<file path="src/rtl/cdf_pkg.sv">
// Shared constants and state encoding for the histogram-equalisation LUT builder.
//
// Contents:
//   CDF_BASE / LUT_BASE   scratch-memory word addresses of the CDF table and the LUT
//   NUM_BINS              number of intensity bins (8-bit pixels)
//   BINS_PER_WORD         32-bit CDF bins per 128-bit scratch word
//   LUT_BYTES_PER_WORD    8-bit LUT entries per 128-bit scratch word
//   NUM_WORDS             CDF words read per build
//   WORDS_PER_LUT         CDF words consumed per LUT word produced
//   state_t               builder FSM states
package cdf_pkg;

  localparam logic [15:0] CDF_BASE           = 16'd64;
  localparam logic [15:0] LUT_BASE           = 16'd128;
  localparam int          NUM_BINS           = 256;
  localparam int          BINS_PER_WORD      = 4;
  localparam int          LUT_BYTES_PER_WORD = 16;
  localparam int          NUM_WORDS          = NUM_BINS / BINS_PER_WORD;
  localparam int          WORDS_PER_LUT      = LUT_BYTES_PER_WORD / BINS_PER_WORD;

  typedef enum logic [2:0] {
    IDLE,
    SETUP,
    RD_ADDR,
    RD_DATA,
    DIV,
    WRITE,
    DONE
  } state_t;

endpackage

</file>
<file path="src/rtl/eq_div8.sv">
// 8-bit-quotient restoring divider.
//
// A start pulse loads the numerator and denominator; the divider then runs
// exactly 8 iteration cycles. valid is high during the 8th iteration cycle and
// quotient carries the completed result combinationally in that same cycle, so
// a caller can retire it on the clock edge that ends the 8th iteration.
// The caller guarantees num < 256*den, so 8 quotient bits suffice.
//
// Ports:
//   clk, reset   clock, synchronous active-high reset
//   start        load operands and begin (ignored unless idle)
//   num, den     32-bit numerator / denominator
//   valid        high in the final iteration cycle
//   quotient     8-bit result, meaningful while valid is high
module eq_div8 (
  input  logic        clk,
  input  logic        reset,
  input  logic        start,
  input  logic [31:0] num,
  input  logic [31:0] den,
  output logic        valid,
  output logic [7:0]  quotient
);

  logic [31:0] rem_q, rem_d;
  logic [39:0] dsh_q, dsh_d;   // denominator aligned to the current quotient bit
  logic [7:0]  q_q, q_d;
  logic [3:0]  cnt_q, cnt_d;
  logic        ge;

  always_ff @(posedge clk) begin
    if (reset) begin
      rem_q <= '0;
      dsh_q <= '0;
      q_q   <= '0;
      cnt_q <= '0;
    end else begin
      rem_q <= rem_d;
      dsh_q <= dsh_d;
      q_q   <= q_d;
      cnt_q <= cnt_d;
    end
  end

  // When ge is true dsh_q <= rem_q, so the subtraction fits in 32 bits.
  assign ge = ({8'd0, rem_q} >= dsh_q);

  always_comb begin
    rem_d = rem_q;
    dsh_d = dsh_q;
    q_d   = q_q;
    cnt_d = cnt_q;
    if (cnt_q == 4'd0) begin
      if (start) begin
        rem_d = num;
        dsh_d = {1'b0, den, 7'd0};
        q_d   = '0;
        cnt_d = 4'd8;
      end
    end else begin
      if (ge) begin
        rem_d = rem_q - dsh_q[31:0];
      end
      dsh_d = dsh_q >> 1;
      q_d   = {q_q[6:0], ge};
      cnt_d = cnt_q - 4'd1;
    end
  end

  assign valid    = (cnt_q == 4'd1);
  assign quotient = {q_q[6:0], ge};

endmodule

</file>
<file path="src/rtl/eq_lut_builder.sv">
// Histogram-equalisation LUT builder.
//
// Reads the 256-bin CDF (4 bins per 128-bit scratch word), computes
//   lut[v] = (cdf[v] - cdf_min) * 255 / (total_pixels - cdf_min)
// and writes the 256 bytes back 16 per word, MSB byte first.
// If total_pixels == cdf_min the map degenerates to the identity.
//
// Optional build macro EQ_ROUND_NEAREST_EN: adds denom/2 to each numerator
// (round-to-nearest) and saturates the result at 255. Timing is unchanged.
//
// Ports:
//   clk, reset          clock, synchronous active-high reset
//   start               one-cycle pulse, begin a build (ignored while busy)
//   cdf_min             first nonzero CDF value, stable while busy
//   total_pixels        pixel count, stable while busy
//   ReadAddress         scratch read address
//   scratchmem_input    read data, valid the cycle after ReadAddress
//   WE                  one-cycle write strobe per LUT word
//   WriteAddress        LUT word address
//   WriteBus            LUT word data
//   busy                build in progress
//   done                one-cycle pulse after the last write
module eq_lut_builder
  import cdf_pkg::*;
(
  input  logic         clk,
  input  logic         reset,
  input  logic         start,
  input  logic [31:0]  cdf_min,
  input  logic [31:0]  total_pixels,
  output logic [15:0]  ReadAddress,
  input  logic [127:0] scratchmem_input,
  output logic         WE,
  output logic [15:0]  WriteAddress,
  output logic [127:0] WriteBus,
  output logic         busy,
  output logic         done
);

  state_t       state_q, state_d;
  logic [15:0]  rd_addr_q, rd_addr_d;
  logic [5:0]   wc_q, wc_d;          // CDF word counter
  logic [1:0]   e_q, e_d;            // bin within current CDF word
  logic [127:0] data_q, data_d;
  logic [127:0] pack_q, pack_d;
  logic [31:0]  denom_q, denom_d;
  logic         degen_q, degen_d;
  logic         div_run_q, div_run_d; // divider launched for the current entry
  logic         sat_q, sat_d;

  logic [31:0]  cdf_sel, diff, num_base, num_div;
  logic         sat_now;
  logic         div_start, div_valid;
  logic [7:0]   div_quot, result_byte;

  always_ff @(posedge clk) begin
    if (reset) begin
      state_q   <= IDLE;
      rd_addr_q <= CDF_BASE;
      wc_q      <= '0;
      e_q       <= '0;
      data_q    <= '0;
      pack_q    <= '0;
      denom_q   <= '0;
      degen_q   <= 1'b0;
      div_run_q <= 1'b0;
      sat_q     <= 1'b0;
    end else begin
      state_q   <= state_d;
      rd_addr_q <= rd_addr_d;
      wc_q      <= wc_d;
      e_q       <= e_d;
      data_q    <= data_d;
      pack_q    <= pack_d;
      denom_q   <= denom_d;
      degen_q   <= degen_d;
      div_run_q <= div_run_d;
      sat_q     <= sat_d;
    end
  end

  // Bin 4k sits in the top lane of the captured word.
  always_comb begin
    cdf_sel = data_q[127:96];
    case (e_q)
      2'd0:    cdf_sel = data_q[127:96];
      2'd1:    cdf_sel = data_q[95:64];
      2'd2:    cdf_sel = data_q[63:32];
      default: cdf_sel = data_q[31:0];
    endcase
  end

  // cdf < 2^24, so the x255 product stays within 32 bits.
  assign diff     = cdf_sel - cdf_min;
  assign num_base = (cdf_sel > cdf_min) ? diff * 32'd255 : 32'd0;

`ifdef EQ_ROUND_NEAREST_EN
  assign num_div = num_base + (denom_q >> 1);
  // A quotient of 256 or more cannot be produced in 8 steps; clamp instead.
  assign sat_now = ({8'd0, num_div} >= {denom_q, 8'd0});
`else
  assign num_div = num_base;
  assign sat_now = 1'b0;
`endif

  eq_div8 u_div (
    .clk      (clk),
    .reset    (reset),
    .start    (div_start),
    .num      (num_div),
    .den      (denom_q),
    .valid    (div_valid),
    .quotient (div_quot)
  );

  // Degenerate map is the identity: bin index = {word, entry}.
  assign result_byte = degen_q ? {wc_q, e_q} : (sat_q ? 8'hFF : div_quot);

  always_comb begin
    state_d   = state_q;
    rd_addr_d = rd_addr_q;
    wc_d      = wc_q;
    e_d       = e_q;
    data_d    = data_q;
    pack_d    = pack_q;
    denom_d   = denom_q;
    degen_d   = degen_q;
    div_run_d = div_run_q;
    sat_d     = sat_q;
    div_start = 1'b0;
    case (state_q)
      IDLE: begin
        if (start) state_d = SETUP;
      end
      SETUP: begin
        denom_d   = total_pixels - cdf_min;
        degen_d   = (total_pixels == cdf_min);
        rd_addr_d = CDF_BASE;
        wc_d      = '0;
        e_d       = '0;
        div_run_d = 1'b0;
        state_d   = RD_ADDR;
      end
      RD_ADDR: begin
        state_d = RD_DATA;
      end
      RD_DATA: begin
        data_d    = scratchmem_input;
        e_d       = '0;
        div_run_d = 1'b0;
        state_d   = DIV;
      end
      DIV: begin
        if (!div_run_q) begin
          // Entry cycle 0: launch the divider with this bin's numerator.
          div_start = 1'b1;
          div_run_d = 1'b1;
          sat_d     = sat_now;
        end else if (div_valid) begin
          pack_d    = {pack_q[119:0], result_byte};
          div_run_d = 1'b0;
          e_d       = e_q + 2'd1;
          if (e_q == 2'd3) begin
            if (wc_q[1:0] == 2'(WORDS_PER_LUT - 1)) begin
              state_d = WRITE;
            end else begin
              rd_addr_d = rd_addr_q + 16'd1;
              wc_d      = wc_q + 6'd1;
              state_d   = RD_ADDR;
            end
          end
        end
      end
      WRITE: begin
        if (wc_q == 6'(NUM_WORDS - 1)) begin
          state_d = DONE;
        end else begin
          rd_addr_d = rd_addr_q + 16'd1;
          wc_d      = wc_q + 6'd1;
          state_d   = RD_ADDR;
        end
      end
      DONE: begin
        state_d = IDLE;
      end
      default: state_d = IDLE;
    endcase
  end

  assign ReadAddress  = rd_addr_q;
  assign WE           = (state_q == WRITE);
  assign WriteAddress = LUT_BASE + {10'd0, wc_q[5:2]};
  assign WriteBus     = pack_q;
  assign busy         = (state_q != IDLE) && (state_q != DONE);
  assign done         = (state_q == DONE);

endmodule

</file>
<file path="config.mk">
export PLATFORM = sky130hd
export DESIGN_NAME = eq_lut_builder
export DESIGN_NICKNAME = d
export VERILOG_FILES = /design/src/rtl/cdf_pkg.sv /design/src/rtl/eq_div8.sv /design/src/rtl/eq_lut_builder.sv
export SDC_FILE = /design/constraint.sdc
export NUM_CORES = 1
export LEC_CHECK = 0
export BUFFER_PORTS_ARGS = -buffer_cell sky130_fd_sc_hd__buf_2
export CORE_UTILIZATION = 55
export CTS_CLUSTER_DIAMETER = 60
export DETAILED_ROUTE_END_ITERATION = 7
export GPL_ROUTABILITY_DRIVEN = 0
export HOLD_SLACK_MARGIN = 0.08
export PLACE_DENSITY = 0.77
export SYNTH_ARGS = -nofsm -noshare
export SYNTH_HDL_FRONTEND = slang
export SYNTH_HIERARCHICAL = 1
export SYNTH_SLANG_ARGS = --single-unit
</file>
<file path="constraint.sdc">
create_clock -name clk -period 12.3 [get_ports clk]
set_clock_uncertainty 0.1 [all_clocks]
set_input_delay 0.615 -clock clk [delete_from_list [all_inputs] [get_ports clk]]
set_output_delay 0.615 -clock clk [all_outputs]
set_load 0.005 [all_outputs]
</file>
# == Word-level counts from Yosys, hierarchy flattened ==
# Index checks and enable logic that the tools add are counted.
# word_totals
ff_bits,399
in_bits,195
out_inout_bits,163
word_cells,98
# classes
addsub,8
multipliers,1
magnitude_cmp,2
n_eq_ne,21
muxes,39
n_reduce_logical,14
# op_table
cell,count
32-bit two-way mux,4
32-bit one-hot mux with 3 select lines,1
32-bit subtractor,3
16-bit two-way mux,5
39-bit two-way mux,2
16-bit one-hot mux with 3 select lines,1
32-bit by 39-bit greater-or-equal comparator with 1-bit output,1
32-bit == test,1
32-bit greater-than comparator,1
"32-bit by 8-bit multiplier with 32-bit output, second input constant",1
6-bit two-way mux,5
3-bit two-way mux,6
3-bit one-hot mux with 6 select lines,1
6-bit one-hot mux with 3 select lines,1
"16-bit by 1-bit adder with 16-bit output, second input constant",1
7-bit two-way mux,2
"2-bit inequality test, second input constant",7
"8-bit by 4-bit adder with 9-bit output, first input constant",1
"3-bit == test, second input constant",3
4-bit two-way mux,2
8-bit two-way mux,1
"6-bit by 1-bit adder with 6-bit output, second input constant",1
"2-bit == test, second input constant",3
"3-bit by 2-bit == test with 1-bit output, second input constant",2
other kinds (22),29

# == Logic depth before layout (Yosys ltp) ==
# Gate-level depths: netlist (run 1).
# depth
ltp_word,7
mapped_depth,42
ltp_nobuf,40

# == Cells and area by module ==
# Netlist (run 1), hierarchy kept.
# modules_own_cells
mod,n_inst,cells_per_inst,area_per_inst_um2,seq_area_each_um2
eq_lut_builder,1,2598,20385.8,6346.1
eq_div8,1,699,5454.0,1641.6

# == Worst setup path after synthesis (run 1) ==
# OpenSTA, ideal clock, no wires.
# synth_path
path_kind,register to register
startpoint,register e_q[0]
endpoint,register u_div.rem_q[31]
setup_time_ns,0.088
arrival_ns,8.696
t_required_ns,12.112
path_slack_ns,3.416
path_stages_with_launch,41
path_buffers,2
period_less_slack_ns,8.884
path_cell_list,dfxtp_1 ha_1 inv_1 clkbuf_1 buf_1 nand2_1 o21ai_0 ha_1 inv_1 fa_1 a211o_1 o211ai_2 o221ai_2 o211a_4 a21o_2 a21oi_1 o21bai_1 a21oi_1 [5 not listed] fa_1 inv_1 fa_1 inv_1 ha_1 nand3_1 nor2_1 a221oi_1 o2111ai_1 a31o_1 a21oi_1 o211a_1 xnor3_1 and3_1 or4_1 nand2_1 nand2_1 a311oi_2
# synth_between
elab_chain_len,7
elab_cells_between_ends,10
cone_classes,add/sub (1); mul (1); order compare (1); eq/ne (2); mux (4); reduce/logical (1)
# synth_rtl
element,line,source
"start, declared",eq_lut_builder.sv:43,"logic [1:0] e_q, e_d;"
"start signal, assigned",eq_lut_builder.sv:61,e_q <= '0;
"start signal, assigned",eq_lut_builder.sv:72,e_q <= e_d;
"2-bit == test, or another cell as far along",eq_lut_builder.sv:85,case (e_q)
32-bit one-hot mux with 3 select lines *,eq_lut_builder.sv:85,
32-bit subtractor,eq_lut_builder.sv:94,assign diff = cdf_sel - cdf_min;
32-bit by 8-bit multiplier with 32-bit output,eq_lut_builder.sv:95,assign num_base = (cdf_sel > cdf_min) ? diff * 32'd255 : 32'd0;
32-bit two-way mux *,eq_lut_builder.sv:95,
net num_base[31],eq_lut_builder.sv:51,"logic [31:0] cdf_sel, diff, num_base, num_div;"
32-bit two-way mux *,eq_div8.sv:54,if (start) begin
32-bit two-way mux *,eq_div8.sv:53,if (cnt_q == 4'd0) begin
"end signal, assigned",eq_div8.sv:38,rem_q <= rem_d;
"end, declared",eq_div8.sv:25,"logic [31:0] rem_q, rem_d;"
# The timed path passes the listed nets; every way through them passes the cells marked *. The select of a mux whose other input is x is not followed.
# A chain may end at the register's enable or synchronous reset.

# == Worst setup path after layout (run 1) ==
# Ends and elaborated chain as after synthesis.

==> run metrics, run 1 <==
status finished clean; Crit path arrival time roughly 10 ns; routed via count around 24000; worst setup path start e_q[0]; clock sink count 399; Congestion Overflow GR 0; Worst Hold Class input pin to flop; antenna-violating nets left 0; global-route wire length before repair 116000 µm; # resized after CTS 0; vias in the first global route 21800; Final HPWL DP roughly 57000 µm; hold-critical path depth 3; Slowest-stage cell, CP fa_1; Layout Nets about 4000; GRT Util Overall between 30 and 40%; Setup Viol. Count Final 0; Top FF cell, synth dfxtp_1; Num CTS Buffers 46; final slew viol count 0; EDFF count, synth 0; core area around 0.046 mm²; ys async rst share 0%; Post-Synthesis Cells about 3300; initial antenna violation count 7; Port Buffers 345; WL final ~75000 µm; # rows 79; wire per inst roughly 18 µm; Synth warnings 6; VDD IR max around 0.21 mV; setup bufs post-CTS 0; CTS tree built; final setup margin between 2 and 2.5 ns; drt first pass iters 7; First DRT Iteration DRCs roughly 2300; pre-CTS setup slack 2.44 ns; Max-cap violations 0; initial core utilization a little under three fifths; P&R area growth vs syn 13.8%; Clock Path Buffers 3; Overall Power about 8.2 mW; Worst Path Required ~13 ns; Worst slew margin approximately a quarter; share of cells above drive strength 1 13.7%; DRC errors left 0; Chip Height ~220 µm; critical path class flop to flop; Hold Buf Count CTS 0; FF+latch count, synth approximately 400; Max FO, Critical Path 35; Mapped Avg Cell Area between 7 and 8 µm²; Worst Tran Pin Value 1.12 ns; Placed Instances around 4100; fmax around 0.10 GHz; Avg Vias per Cell about 5.7; Reg clk slew, reported paths around 0.06 ns; HP Start scratchmem_input[116]; Cell Pwr Density between 200 and 300 mW/mm²; pin count of the biggest net entering global routing between 100 and 150; DIE WIDTH about 220 µm; Post-Syn Area approximately 0.026 mm²; Clock Latency Late Sink 0.59 ns; Worst setup EP type flop; fin cells about 4200; Synth cell types 85; CTS H-tree lvls 2; Max stage delay on crit path roughly 0.55 ns; leakage 12.8 nW; sequential share of the synthesized area 30.9%; Die ar. 0.0479 mm²; Root Buffer clkbuf_16; Hold Fails Final Rpt 0; R2R depth 39; IO Pins 358; Setup crit start kind flop; RSZ-0062 raised after global routing false; Tcrit/Tclk final 81.6%; setup TNS 0 ns; worst r2r src e_q[0]; min Tclk post-route 10.04 ns
## path summary, 6_finish.rpt
check	to	slack, ns
hold reg to reg	WriteBus[125]	0.35
setup reg to reg	u_div/rem_q[31]	2.26
hold / removal	data_q[116]	0.16
setup / recovery	u_div/rem_q[31]	2.26
## sequential cells by signal, indices dropped and copies added (netlist names)
signal and count:
e_q 2, u_div/rem_q 32, state_q 3, denom_q 32
wc_q 6, u_div/q_q 7, div_run_q 1, data_q 128
u_div/dsh_q 39, degen_q 1, WriteBus 128, ReadAddress 16
u_div/cnt_q 4
## per-layer routing
layer  track usage [%]  share of wire, %
met1              40.2                42
met2              47.7                45
met3              5.64               7.6
met4              16.2               5.3
met5                 0             0.056
## final cells by class
type                       count  area [µm²]
sequential                   399        7990
multi-input combinational   2424       16000
clock inverter                21         264
tap                          607         759
antenna                        5        12.5
fill                        4094       17100
timing repair buffer         367        1900
clock buffer                  63        1350
inverter                     299        1120
## layout by cell type (no fill, tap or decap), types with 10 or more instances in the layout
cell type  instances
dfxtp_1          399
o21bai_1          13
o211ai_1          16
nand2_1          653
nor2_1           237
conb_1            12
nand3_1           44
xor2_1            61
fa_1             115
a21o_1            53
a31oi_1           15
nand4_1           31
xnor2_1           76
or3_1             17
clkbuf_8          13
o21a_1            13
inv_1            296
a211oi_1          67
buf_4             22
nor3_1            27
clkbuf_16         46
nor4_1            13
and3_1            16
o21ai_0           65
and2_1            10
o21ai_1           15
nand2b_1          26
mux2i_1           48
ha_1             159
a21oi_1          447
a222oi_1          32
buf_2            344
## where the power goes
part	switching (mW)	internal [mW]
Combinational	3.17	2.12
Sequential	0.102	1.42
Clock	0.581	0.840
Total	3.85	4.38
## synthesized netlist by cell type (all sizes together), types with 14 or more instances
cell type | instances | share of area, %
and3 | 16 | 0.39
xor2 | 61 | 2.1
buf | 43 | 0.97
nor3 | 27 | 0.52
xnor2 | 76 | 2.6
a222oi | 32 | 1.2
a311oi | 14 | 0.69
fa | 115 | 8.9
nand4 | 31 | 0.75
nand2 | 653 | 9.5
inv | 299 | 4.3
a31oi | 15 | 0.36
nand2b | 26 | 0.63
a211oi | 67 | 1.9
a21o | 57 | 1.7
dfxtp | 399 | 31
o211ai | 17 | 0.51
ha | 159 | 7.7
mux2i | 48 | 1.9
nand3 | 44 | 0.85
nor2 | 241 | 3.5
clkbuf | 142 | 2.1
o21ai | 81 | 1.6
or3 | 17 | 0.41
a21oi | 448 | 8.7
## logic make-up after synthesis
logic type | count (synthesis) | synth area share (%)
AOI/OAI and AO/OA | 833 | 20.2
xor gates and xnor gates | 139 | 4.82
adders and majority gates | 276 | 16.7
buffers and inverters | 484 | 7.37
DFF | 399 | 30.9
muxes | 48 | 1.86
other | 2 | 0.0291
and+or+nand+nor | 1116 | 18.1
## through the flow
step / util (%) / area (µm²) / hold WS, ns
floorplan: - / 25900 / 0.332
global placement: 59.8 / 27800 / 0.339
detailed placement: 59.8 / 27800 / 0.343
CTS: 63.3 / 29400 / 0.138
global route: 63.3 / 29400 / 0.159
finish: 63.3 / 29400 / 0.155
## critical path: cells and delay by family, from the launching register on
kind,cells,cell delay (ns)
adders and majority gates,8,3.32
xor gates and xnor gates,2,0.58
buffers and inverters,7,1.26
AOI/OAI and AO/OA,15,3.30
and+or+nand+nor,7,1.00
DFF,1,0.35
Note: power is estimated with default switching activity, not from simulation.
==> run 2, diff against run 1 <==
--- a/config.mk
+++ b/config.mk
@@ -5,13 +5,14 @@
 export SDC_FILE = /design/constraint.sdc
 export NUM_CORES = 1
 export LEC_CHECK = 0
+export ABC_AREA = 1
 export BUFFER_PORTS_ARGS = -buffer_cell sky130_fd_sc_hd__buf_2
-export CORE_UTILIZATION = 55
+export CORE_UTILIZATION = 54
 export CTS_CLUSTER_DIAMETER = 60
 export DETAILED_ROUTE_END_ITERATION = 7
 export GPL_ROUTABILITY_DRIVEN = 0
 export HOLD_SLACK_MARGIN = 0.08
-export PLACE_DENSITY = 0.77
+export PLACE_DENSITY = 0.78
 export SYNTH_ARGS = -nofsm -noshare
 export SYNTH_HDL_FRONTEND = slang
 export SYNTH_HIERARCHICAL = 1
==> constraint.sdc (replaced) <==
create_clock -name clk -period 8.1 [get_ports clk]
set_clock_uncertainty 0.1 [all_clocks]
set_input_delay 0.405 -clock clk [delete_from_list [all_inputs] [get_ports clk]]
set_output_delay 0.405 -clock clk [all_outputs]
set_load 0.005 [all_outputs]
==> run 2 against run 1 <==
  * The flow now finishes with violations (design-rule violations)
  * Highest routed layer is now met4
  * Cell count increased by 25%
  * Largest power group unchanged
  * Fmax increased by 32%
  * Largest cell class unchanged
  * Non-clock buffer count increased by 157
==> run metrics, run 2 <==
DRC errors left 11; Final HPWL DP ~68000 µm; Placed Instances between 5000 and 6000; worst setup path start e_q[1]; Worst setup EP type flop; status complete, but fails checks; Max FO, Critical Path 16; Hold Fails Final Rpt 0; final slew viol count 0; First DRT Iteration DRCs slightly below 3000; Multi-input gate area around 0.017 mm²; global-route wire length before repair about 150000 µm; Most common cell on crit path nand2_1; Synth area leaders dfxtp_1 (29%), nor2_1 (11%), nand2_1 (10%), fa_1 (8.3%), inv_1 (8.2%); Chip Height 228 µm; Post-Syn Area about 0.028 mm²; sequential share of the synthesized area between 20% and 30%; failing checks design-rule violations; Worst Hold Class input pin to flop; Crit path arrival time approximately 8 ns; Final Util ~65%; post-synth top area share 28.9%; EDFF count, synth 0; Post-synth top cells nor2_1 (814), nand2_1 (739), inv_1 (608); Root Buffer clkbuf_16; RSZ-0062 raised after global routing true; Die ar. between 0.05 and 0.06 mm²; Max stage delay on crit path 0.53 ns; fin cells around 5200; wire per inst 17.9 µm; Avg Vias per Cell approximately 5.5; Layout Nets about 5000; vias in the first global route approximately 28000; pin count of the biggest net entering global routing between 100 and 150; drt first pass iters 8; ys async rst share 0%; CTS tree built; Reg clk slew, reported paths 0.06 ns; Synth cell types 61; Num CTS Buffers 46; WL final approximately 94000 µm; Clock Path Buffers 3; min Tclk post-route about 7.6 ns; Port Buffers 345; top-count cell post-synth nor2_1; Mapped Avg Cell Area just under 7 µm²; most common cell after layout, fill and taps aside nor2_1; Worst Tran Pin Value 1.11 ns; Slowest-stage cell, CP fa_1; P&R area growth vs syn 18.7%; Clock Latency Late Sink just under 0.6 ns; DIE WIDTH about 230 µm; Setup Viol. Count Final 0; IO Pins 358; initial antenna violation count 6; Congestion Overflow GR 0; share of cells above drive strength 1 12.0%; Max-cap violations 0; critical path class flop to flop; routed via count 29000; worst r2r src e_q[1]; register area ~0.0080 mm²; clock sink count ~400; Overall Power ~14 mW; core area 0.0504 mm²; Worst Path Required between 8 and 9 ns; Worst slew margin between 20% and 30%; post-synth top area cell dfxtp_1; VDD IR max 0.584 mV; HP Start total_pixels[0]; Setup crit start kind flop; Post-Synthesis Cells around 4100; Synth warnings 6; FF+latch count, synth 399; Cell Pwr Density 432 mW/mm²; antenna-violating nets left 0; fmax approximately 0.13 GHz; Tcrit/Tclk final between 90% and 100%; highest-count cells in the layout ignoring fill and taps nor2_1 (812), nand2_1 (739), inv_1 (605), dfxtp_1 (398), o21ai_0 (387); Top FF cell, synth dfxtp_1; initial core utilization between 50% and 60%; leakage roughly 18 nW; # fillers approximately 4400; setup TNS 0 ns; GRT Util Overall between 30% and 40%; # rows 82; CTS H-tree lvls 2
-- run 2: where the power goes --
| group | total (mW) | switching (mW) | internal [mW] |
|---|---|---|---|
| combinational | 9.97 | 6.36 | 3.61 |
| sequential | 2.16 | 0.0773 | 2.09 |
| clock | 2.06 | 0.877 | 1.19 |
| total | 14.2 | 7.31 | 6.88 |
-- run 2: kinds of logic after synthesis --
group | Yosys count | synth area share, %
flip-flops | 399 | 28.9
other | 2 | 0.0271
XOR/XNOR | 99 | 3.24
multiplexers | 8 | 0.289
buffers and inverters | 784 | 11.0
AND/OR/NAND/NOR | 1788 | 26.2
adder cells (fa/ha/maj) | 274 | 15.5
AO/OA/AOI/OAI | 755 | 14.9
-- run 2: worst max-delay path: cells and delay by family, from the launching register on --
family / cells / cell delay (ns)
xor+xnor: 3 / 0.53
flops: 1 / 0.34
compound gates: 6 / 1.18
fa+ha+maj: 7 / 2.84
buf+inv: 8 / 0.68
simple gates: 14 / 1.81
-- run 2: what timing repair did --
| item | CTS | global route |
|---|---|---|
| gates resized for setup | 0 | 18 |
| endpoints found under the hold margin | 128 | 0 |
| setup endpoints to repair | 0 | 8 |
| setup buffers | 0 | 1 |
| hold buffers | 128 | 0 |
-- run 2: final cells by class --
cell class / instances / share of cell area (%)
clock inverters: 18 / 0.560
repair buffers: 524 / 10.3
diodes: 5 / 0.0381
clock buffers: 65 / 4.03
well taps: 672 / 2.56
multi-input cells: 2936 / 51.1
inverters: 616 / 7.07
flip-flops and latches: 399 / 24.3
-- run 2: path summary, 6_finish.rpt --
path | to | slack [ns] | cells past startpoint
setup / recovery | u_div/rem_q[28] | 0.51 | 38
hold / removal | denom_q[0] | 0.13 | 4
setup reg to reg | u_div/rem_q[28] | 0.51 | 38
hold reg to reg | u_div/q_q[6] | 0.37 | 2
-- run 2: per-stage QoR --
stage | worst slack (ns) | area [µm²] | hold slack (ns)
2_1_floorplan | 0.940 | 27700 | 0.340
3_3_place_gp | 0.503 | 29900 | 0.351
3_5_place_dp | 0.310 | 29900 | 0.357
4_1_cts | 0.252 | 32700 | 0.107
5_1_grt | 0.000865 | 32800 | 0.144
6_report | 0.507 | 32800 | 0.128
-- run 2: layer usage --
| metal | GRT usage (%) | share of wire, % | routed length, µm |
|---|---|---|---|
| met4 | 21.5 | 6.4 | 6030 |
| met2 | 56.9 | 45 | 42100 |
| met1 | 43.1 | 38 | 36100 |
| met5 | 0.735 | 0 | 0 |
| met3 | 9.21 | 10 | 9730 |
